[src/rtl/instr_fetch_unit_pkg.sv]
// Shared definitions for the instruction fetch unit: FSM encoding,
// RISC-V opcodes that carry an I/S-type immediate, and immediate-select codes.
package instr_fetch_unit_pkg;

   typedef enum logic [1:0] {
      ST_IDLE  = 2'd0,
      ST_FETCH = 2'd1,
      ST_DRAIN = 2'd2,
      ST_HOLD  = 2'd3
   } fetch_state_t;

   localparam logic [6:0] OP_IMM = 7'b0010011;
   localparam logic [6:0] JALR   = 7'b1100111;
   localparam logic [6:0] LOAD   = 7'b0000011;
   localparam logic [6:0] STORE  = 7'b0100011;

   localparam logic [2:0] IMM_I_ALU   = 3'b100;
   localparam logic [2:0] IMM_I_LOAD  = 3'b010;
   localparam logic [2:0] IMM_S_STORE = 3'b001;
   localparam logic [2:0] IMM_NONE    = 3'b000;

endpackage

[src/rtl/instr_fetch_unit_imm_type_decoder.sv]
// Maps the held instruction's opcode to the immediate-type select used by
// the downstream sign-extension stage.
module imm_type_decoder
   import instr_fetch_unit_pkg::*;
(
   input  logic [6:0] opcode,
   output logic [2:0] imm_cntrl
);

   always_comb begin
      imm_cntrl = IMM_NONE;
      case (opcode)
         OP_IMM, JALR: imm_cntrl = IMM_I_ALU;
         LOAD:         imm_cntrl = IMM_I_LOAD;
         STORE:        imm_cntrl = IMM_S_STORE;
         default:      imm_cntrl = IMM_NONE;
      endcase
   end

endmodule

[src/rtl/instr_fetch_unit.sv]
// Single-outstanding-request instruction fetcher with redirect handling and a
// one-entry hold register toward decode.
module instr_fetch_unit
   import instr_fetch_unit_pkg::*;
#(
   parameter int                     WORD_LENGTH = 32,
   parameter logic [WORD_LENGTH-1:0] RESET_PC    = 32'h0000_0000
) (
   input  logic                   clk,
   input  logic                   rst,
   output logic                   imem_req,
   output logic [WORD_LENGTH-1:0] imem_addr,
   input  logic                   imem_valid,
   input  logic [31:0]            imem_rdata,
   input  logic                   redirect_en,
   input  logic [WORD_LENGTH-1:0] redirect_pc,
   input  logic                   stall,
   output logic                   instr_valid,
   output logic [31:0]            instr_out,
   output logic [24:0]            instr_part,
   output logic [2:0]             imm_cntrl,
   output logic [WORD_LENGTH-1:0] pc_out
);

   localparam logic [WORD_LENGTH-1:0] PC_STEP = WORD_LENGTH'(4);

   fetch_state_t           r_state;
   logic [WORD_LENGTH-1:0] r_pc_reg;
   logic [WORD_LENGTH-1:0] r_fetch_addr;
   logic [WORD_LENGTH-1:0] r_pc_out;
   logic [31:0]            r_instr;
   logic                   r_instr_valid;
   logic                   r_imem_req;
   logic [WORD_LENGTH-1:0] w_redirect_target;

   assign w_redirect_target = {redirect_pc[WORD_LENGTH-1:2], 2'b00};

   always_ff @(posedge clk) begin
      if (rst) begin
         r_state       <= ST_IDLE;
         r_pc_reg      <= RESET_PC;
         r_fetch_addr  <= RESET_PC;
         r_pc_out      <= RESET_PC;
         r_instr       <= '0;
         r_instr_valid <= 1'b0;
         r_imem_req    <= 1'b0;
      end else begin
         case (r_state)
            ST_IDLE: begin
               if (redirect_en) begin
                  r_pc_reg     <= w_redirect_target;
                  r_fetch_addr <= w_redirect_target;
               end
               r_imem_req <= 1'b1;
               r_state    <= ST_FETCH;
            end
            ST_FETCH: begin
               if (redirect_en && imem_valid) begin
                  r_pc_reg     <= w_redirect_target;
                  r_fetch_addr <= w_redirect_target;
               end else if (redirect_en) begin
                  // Request already in flight: remember the target, let it drain.
                  r_pc_reg <= w_redirect_target;
                  r_state  <= ST_DRAIN;
               end else if (imem_valid) begin
                  r_instr       <= imem_rdata;
                  r_pc_out      <= r_fetch_addr;
                  r_pc_reg      <= r_fetch_addr + PC_STEP;
                  r_instr_valid <= 1'b1;
                  r_imem_req    <= 1'b0;
                  r_state       <= ST_HOLD;
               end
            end
            ST_DRAIN: begin
               if (imem_valid) begin
                  r_fetch_addr <= redirect_en ? w_redirect_target : r_pc_reg;
                  r_state      <= ST_FETCH;
               end
               if (redirect_en) begin
                  r_pc_reg <= w_redirect_target;
               end
            end
            ST_HOLD: begin
               if (redirect_en) begin
                  r_pc_reg      <= w_redirect_target;
                  r_fetch_addr  <= w_redirect_target;
                  r_instr_valid <= 1'b0;
                  r_imem_req    <= 1'b1;
                  r_state       <= ST_FETCH;
               end else if (!stall) begin
                  r_fetch_addr  <= r_pc_reg;
                  r_instr_valid <= 1'b0;
                  r_imem_req    <= 1'b1;
                  r_state       <= ST_FETCH;
               end
            end
            default: begin
               r_state    <= ST_IDLE;
               r_imem_req <= 1'b0;
            end
         endcase
      end
   end

   imm_type_decoder u_imm_type_decoder (
      .opcode    (r_instr[6:0]),
      .imm_cntrl (imm_cntrl)
   );

   assign imem_req    = r_imem_req;
   assign imem_addr   = r_fetch_addr;
   assign instr_valid = r_instr_valid;
   assign instr_out   = r_instr;
   assign instr_part  = r_instr[31:7];
   assign pc_out      = r_pc_out;

endmodule

[config.mk]
export PLATFORM = sky130hd
export DESIGN_NAME = instr_fetch_unit
export DESIGN_NICKNAME = d
export VERILOG_FILES = /design/src/rtl/instr_fetch_unit_pkg.sv /design/src/rtl/instr_fetch_unit_imm_type_decoder.sv /design/src/rtl/instr_fetch_unit.sv
export SDC_FILE = /design/constraint.sdc
export NUM_CORES = 1
export LEC_CHECK = 0
export ABC_CLOCK_PERIOD_IN_PS = 2800
export CAP_MARGIN = 40
export CELL_PAD_IN_SITES_DETAIL_PLACEMENT = 0
export CELL_PAD_IN_SITES_GLOBAL_PLACEMENT = 2
export CORE_MARGIN = 2
export CORE_UTILIZATION = 27
export DETAILED_ROUTE_END_ITERATION = 6
export PLACE_DENSITY_LB_ADDON = 0.25
export SYNTH_ARGS = -nofsm -noshare
export SYNTH_HDL_FRONTEND = slang
export SYNTH_HIERARCHICAL = 1
export SYNTH_SLANG_ARGS = --single-unit
[constraint.sdc]
create_clock -name clk -period 2.8 [get_ports clk]
set_input_delay 0.42 -clock clk [delete_from_list [all_inputs] [get_ports clk]]
set_output_delay 0.42 -clock clk [all_outputs]
set_load 0.01 [all_outputs]
---- Word-level counts from Yosys, hierarchy flattened ----
Index checks and enable logic that the tools add are counted.
word-level totals
  flip-flop bits (word level) ............. 132
  input bits .............................. 69
  output and inout port bits .............. 126
  word-level logic and storage cells ...... 68
operators by class
  $add $sub $neg .......................... 1
  equal/unequal tests ..................... 16
  muxes and demuxes ....................... 31
  bitwise operators ....................... 2
  reduce and logical (&&, ||, !) cells .... 11
operator list
  kind                     number
  $mux W32                 9
  $pmux W32 S4             1
  $pmux W32 S2             1
  $add A32 B3 Y32 const B  1
  $mux W2                  6
  $ne A2 B2 Y1 const B     6
  $reduce_and A4 Y1        3
  $mux W1                  10
  $reduce_and A5 Y1        2
  $pmux W3 S3              1
  $pmux W2 S4              1
  $eq A7 B2 Y1 const B     1
  $eq A7 B5 Y1 const B     1
  $eq A7 B6 Y1 const B     1
  $eq A7 B7 Y1 const B     1
  $ne A3 B3 Y1 const B     2
  $eq A2 B2 Y1 const B     2
  $ne A4 B4 Y1 const B     1
  $pmux W1 S3              1
  $reduce_bool A3 Y1       1
  $reduce_or A3 Y1         1
  $eq A2 B1 Y1 const B     1
  $logic_not A2 Y1         1
  $not A1 Y1               2
  other kinds (4)          4

---- Longest topological paths before layout ----
Gate-level depths: netlist of the first run.
  depth after elaboration ................. 5
  mapped depth ............................ 10
  depth with buffers taken out ............ 7

---- Hierarchy ----
Netlist of the first run, hierarchy kept.
modules (own cells, without submodules)
  module            instances  cells an instance  area each (µm²)  seq. area each (µm²)
  instr_fetch_unit  1          799                6045.8           2642.5
  imm_type_decoder  1          8                  53.8             0.0

---- Least setup slack after synthesis of the first run ----
Ideal clock, no wire load.
  kind .................................... register -> register
  start point ............................. register r_state[1]
  end point ............................... register r_pc_reg[3]
  library setup time ...................... 0.065 ns
  arrival time ............................ 1.686 ns
  data required time ...................... 2.735 ns
  path slack .............................. 1.049 ns
  cell stages (with the launch flop) ...... 11
  path buffers ............................ 3
  period minus slack after synthesis ...... 1.751 ns
  cells stage by stage .................... dfxtp_1 -> inv_1 -> ha_1 -> buf_2 -> nand2_1 -> clkbuf_1 -> clkbuf_1 -> nand2_1 -> a21oi_1 -> a21oi_1 -> nor2_1
on the way
  longest elaborated chain between the ends .. 3
  elaborated cells on any way between the ends .. 7
  classes of those cells .................. eq/ne (4); mux (1); reduce/logical (2)
RTL lines
  element                                           line                    text
  from (decl)                                       instr_fetch_unit.sv:27  fetch_state_t r_state;
  from (signal assigned)                            instr_fetch_unit.sv:40  r_state <= ST_IDLE;
  from (signal assigned)                            instr_fetch_unit.sv:55  r_state <= ST_FETCH;
  from (signal assigned)                            instr_fetch_unit.sv:64  r_state <= ST_DRAIN;
  $eq A2 B2 Y1 or $logic_not A2 Y1 (tied branches)  instr_fetch_unit.sv:48  case (r_state)
  $reduce_or A3 Y1 (no source line)                 n/a
  $pmux W32 S2                                      instr_fetch_unit.sv:48
  to (signal assigned)                              instr_fetch_unit.sv:51  r_pc_reg <= w_redirect_target;
  to (signal assigned)                              instr_fetch_unit.sv:59  r_pc_reg <= w_redirect_target;
  to (signal assigned)                              instr_fetch_unit.sv:63  r_pc_reg <= w_redirect_target;
  to (decl)                                         instr_fetch_unit.sv:28  logic [WORD_LENGTH-1:0] r_pc_reg;
Parallel ways exist; a longest one is shown, timed or not.
A chain may end at the register's enable or synchronous reset.

---- Worst setup path after layout of the first run ----
  start point ............................. register r_instr[2] (netlist: instr_out[2])
  end point ............................... output imm_cntrl[2]
on the way
  longest elaborated chain between the ends .. 3
  elaborated cells on any way between the ends .. 6
  classes of those cells .................. eq/ne (4); mux (1); reduce/logical (1)
RTL lines
  element                                       line                                     text
  from (decl)                                   instr_fetch_unit.sv:31                   logic [31:0] r_instr;
  from (signal assigned)                        instr_fetch_unit.sv:66                   r_instr <= imem_rdata;
  $eq A7 B5 Y1 or $eq A7 B7 Y1 (tied branches)  instr_fetch_unit_imm_type_decoder.sv:12  case (opcode)
  $reduce_or A2 Y1                              instr_fetch_unit_imm_type_decoder.sv:12
  $pmux W3 S3 *                                 instr_fetch_unit_imm_type_decoder.sv:12
  to (decl)                                     instr_fetch_unit.sv:21                   output logic [2:0] imm_cntrl,
Every way passes the cells marked *; elsewhere a longest branch is shown, timed or not.

==> results of run 1 <==
==> where the power goes <==
group          switching, uW  internal, uW  total (uW)  leakage [uW]
registers                148          2000        2150       0.00108
logic                    422           427         849       0.00171
clock network            888          1530        2420      0.000309
total                   1460          3960        5420       0.00310
==> final cells by class <==
cell class,instances,area [um2]
Tap cell,280,350
Inverter,8,30.0
Clock buffer,19,453
Multi-Input combinational cell,580,2990
Timing Repair Buffer,214,2130
Clock inverter,13,181
Sequential cell,132,2640
Fill cell,2272,13200
==> worst max path at each step <==
stage / startpoint / to / cells past startpoint
4_1_cts: instr_out[2] / imm_cntrl[2] / 3
6_report: instr_out[2] / imm_cntrl[2] / 3
3_5_place_dp: imem_valid / imem_addr[8] / 7
3_3_place_gp: imem_valid / imem_addr[10] / 7
2_1_floorplan: r_state[1] / r_pc_reg[3] / 10
5_1_grt: instr_out[2] / imm_cntrl[2] / 3
==> tightest hold or removal path, stage by stage <==
cell,delay (ps)
sky130_fd_sc_hd__buf_4,120
sky130_fd_sc_hd__or2_2,200
sky130_fd_sc_hd__a21oi_1,50
==> layer usage <==
layer	vias to the layer above	share of wire [%]	track usage, %
met5	-	0	0
met4	0	1.0	4.45
met3	14	4.3	3.95
met2	140	45	27.1
met1	2746	49	22.7
li1	3006	-	-
==> kinds of logic after synthesis <==
logic type | count (synthesis) | synth area share, %
AOI/OAI and AO/OA | 178 | 17.7
xor gates and xnor gates | 28 | 4.02
adders and majority gates | 5 | 1.03
buffers and inverters | 95 | 7.86
DFF | 132 | 43.3
muxes | 1 | 0.164
and+or+nand+nor | 368 | 25.9
==> cell usage after synthesis (2+ instances only) <==
master,count
sky130_fd_sc_hd__xnor2_1,6
sky130_fd_sc_hd__buf_2,8
sky130_fd_sc_hd__nand3_4,2
sky130_fd_sc_hd__a221oi_1,4
sky130_fd_sc_hd__a311oi_1,31
sky130_fd_sc_hd__nor2_1,78
sky130_fd_sc_hd__nand4_1,9
sky130_fd_sc_hd__buf_1,5
sky130_fd_sc_hd__clkbuf_1,44
sky130_fd_sc_hd__buf_4,30
sky130_fd_sc_hd__xor2_1,22
sky130_fd_sc_hd__o22ai_1,20
sky130_fd_sc_hd__inv_1,8
sky130_fd_sc_hd__or3_1,2
sky130_fd_sc_hd__nor2b_1,2
sky130_fd_sc_hd__ha_1,5
sky130_fd_sc_hd__nor3_1,6
sky130_fd_sc_hd__dfxtp_1,132
sky130_fd_sc_hd__nand2_1,225
sky130_fd_sc_hd__nand2b_1,4
sky130_fd_sc_hd__a211oi_1,5
sky130_fd_sc_hd__a21oi_1,97
sky130_fd_sc_hd__or2_2,3
sky130_fd_sc_hd__and2_1,3
sky130_fd_sc_hd__nor4_1,5
sky130_fd_sc_hd__nor3b_1,3
sky130_fd_sc_hd__nand3_1,15
sky130_fd_sc_hd__o21ai_0,17
sky130_fd_sc_hd__and3_1,4
==> stage by stage <==
step           std cells  hold WS [ps]
3_3_place_gp        1214           442
4_1_cts             1246           417
5_1_grt             1246           424
3_5_place_dp        1214           449
2_1_floorplan        807           437
6_report            1246           427
==> summary by stage, run 1 <==
Run status
The flow ran to the end, and the final reports show no timing, DRC or antenna violations.

Setup path
The category of the worst setup path capture point is a primary output. Among cell families on the critical path, the largest total delay comes from buffers and inverters. For the worst setup path, the data required time is 2380 ps. The number of buffer and inverter instances along the worst setup path is 1. Data on the critical path arrives at its endpoint at 2020 ps.

On the critical path, the stage with the largest delay is an instance of sky130_fd_sc_hd__clkdlybuf4s50_1. Setup slack on the worst reg-to-reg path comes out at 740 ps. Of all nets on the critical path, the largest fanout is 5.

The startpoint identified for the worst register-to-register timing path is r_state[0]. The worst setup path is launched from a register. In this design, the stage delay of the slowest critical-path cell is 560 ps. The critical path goes through or4b_1, a21oi_1, clkdlybuf4s50_1. The worst register-to-register path has a depth of 7. The critical setup path kind is reg2out. In this run the critical register-to-register path is captured at imem_addr[22].

Clock tree
The number of H-tree levels is 4. The quantity of hold-fixing buffers added after cts is 0. The post-CTS setup buffer count is 0.

The post-cts sizing count is 0. The number of clock buffers added by TritonCTS is 17. The clock insertion delay at the later pin of the skew report is 420 ps. The CTS tree is built. The worst-case clock buffer depth is 2. The total number of clock tree sinks is 132. The root cell of the clock tree is sky130_fd_sc_hd__clkbuf_16. Clock-pin slew was measured on the worst setup and hold paths at 60 ps.

STA
In the final timing run, aggregate negative setup slack is 0 ps. Static timing analysis puts the maximum clock frequency at 0.410 GHz. The worst slew margin relative to its limit is 59.9%. The final clock period utilization by the worst path is 87.0%.

Setup repair after global routing left no endpoint under its margin. The max-slew violation count is 0. The hold violation total from the final report is 0. The transition time at the pin with the least slew margin is 601 ps. Setup violations remaining at the end of the flow were counted as 0. The clock period could shrink to 2440 ps.

For the final database, setup skew stands at 9.36 ps. The setup slack of the critical path after layout is 364 ps.

Routing
The length of the first detailed-routing pass in iterations is 4. The vias after detailed routing is 5906. The detailed router finished its first iteration with 355 violations.

The final wirelength is 20100 um. The average via count per standard cell is 4.74. In the routed design, unresolved DRC markers number 0.

The routed wirelength normalized by instance count is 16.1 um. The antenna violation net count after detailed routing is 0.

Layout
Leaving out fill and tap cells, the most frequent cell in the layout is sky130_fd_sc_hd__nand2_1. The synthesis-to-finish area growth is 43.9%. The utilization after layout is 39.9%. The finished cells cover 0.00878 mm2. Cells with a size suffix above 1 make up 7.25% of the layout. In the layout the commonest cells are 224 x sky130_fd_sc_hd__nand2_1, 190 x sky130_fd_sc_hd__clkdlybuf4s50_1, 132 x sky130_fd_sc_hd__dfxtp_1.

The repair_antennas step left the layout with diodes totalling 0. The final net count is 1027.

Logic synthesis
The count of cell types in the netlist is 41. Ranked by total cell area, the synthesized netlist is headed by sky130_fd_sc_hd__dfxtp_1 43%, sky130_fd_sc_hd__nand2_1 14%, sky130_fd_sc_hd__a21oi_1 8.0%, sky130_fd_sc_hd__nor2_1 4.8%, sky130_fd_sc_hd__a311oi_1 4.5%. After synthesis, the largest area contributor takes up 43.3% of total cell area. For this run, asynchronously set or reset flops after synthesis account for 0%.

The post-synthesis sequential element count is 132. The sequential cell area fraction in the yosys report is 43.3%. The per-instance average area after synthesis is 7.56 um2. The total of warnings raised by yosys is 6. The most common flop cell mapped by yosys is sky130_fd_sc_hd__dfxtp_1. The synthesized netlist net count is 881. The number of enable flip-flop cells after synthesis is 0. The cell area after synthesis is 0.00610 mm2. Synthesis produced 807 cells. The biggest area contributor in the post-synthesis netlist is sky130_fd_sc_hd__dfxtp_1.

Worst hold path
For hold timing, the worst endpoint is r_pc_reg[1]. Along the worst hold path, the cell count comes to 3. The tightest min-delay check is of the in2reg type.

The worst hold path begins at rst.

Global routing
The global-route wire length before repair is 31800 um. The largest net degree at the start of global routing is 92. The number of global-route vias before repair is 5614.

The final global-route overflow total is 0. The total track usage is 16.8%. The number of antenna violations at the first check in global routing was 0.

Placement
The pre-CTS setup slack is 367 ps. The wire-length estimate of the detail-placed layout is 13400 um. At the end of routability-driven placement, the weighted congestion stood at 0.758. The quantity of I/O buffers inserted on ports is 192.

Once placement finished, the instance area stood at 0.00814 mm2.

Floorplan
The number of rows created at floorplan is 54. The die area is 0.0238 mm2. The die boundary width is 154 um.

The starting density of the core is 27.7%. The core outline area is 0.0220 mm2. 195 I/O pins were placed.

The floorplan step set the die height to 154 um.

Power and ir drop
The total power draw is 5420 uW. The static leakage power is 0.00310 uW. The total power divided by cell area is 617 mW/mm2. The maximum resistive drop on vdd is 399 uV.

Flow run
The max-cap check violation count is 0.
(Power assumes the default switching activity.)
==> inputs of run 2 (changes only) <==
- GPL_ROUTABILITY_DRIVEN: default -> 0
==> results of run 2 <==
No change in the layout: final DEF, timing and power equal those of run 1.
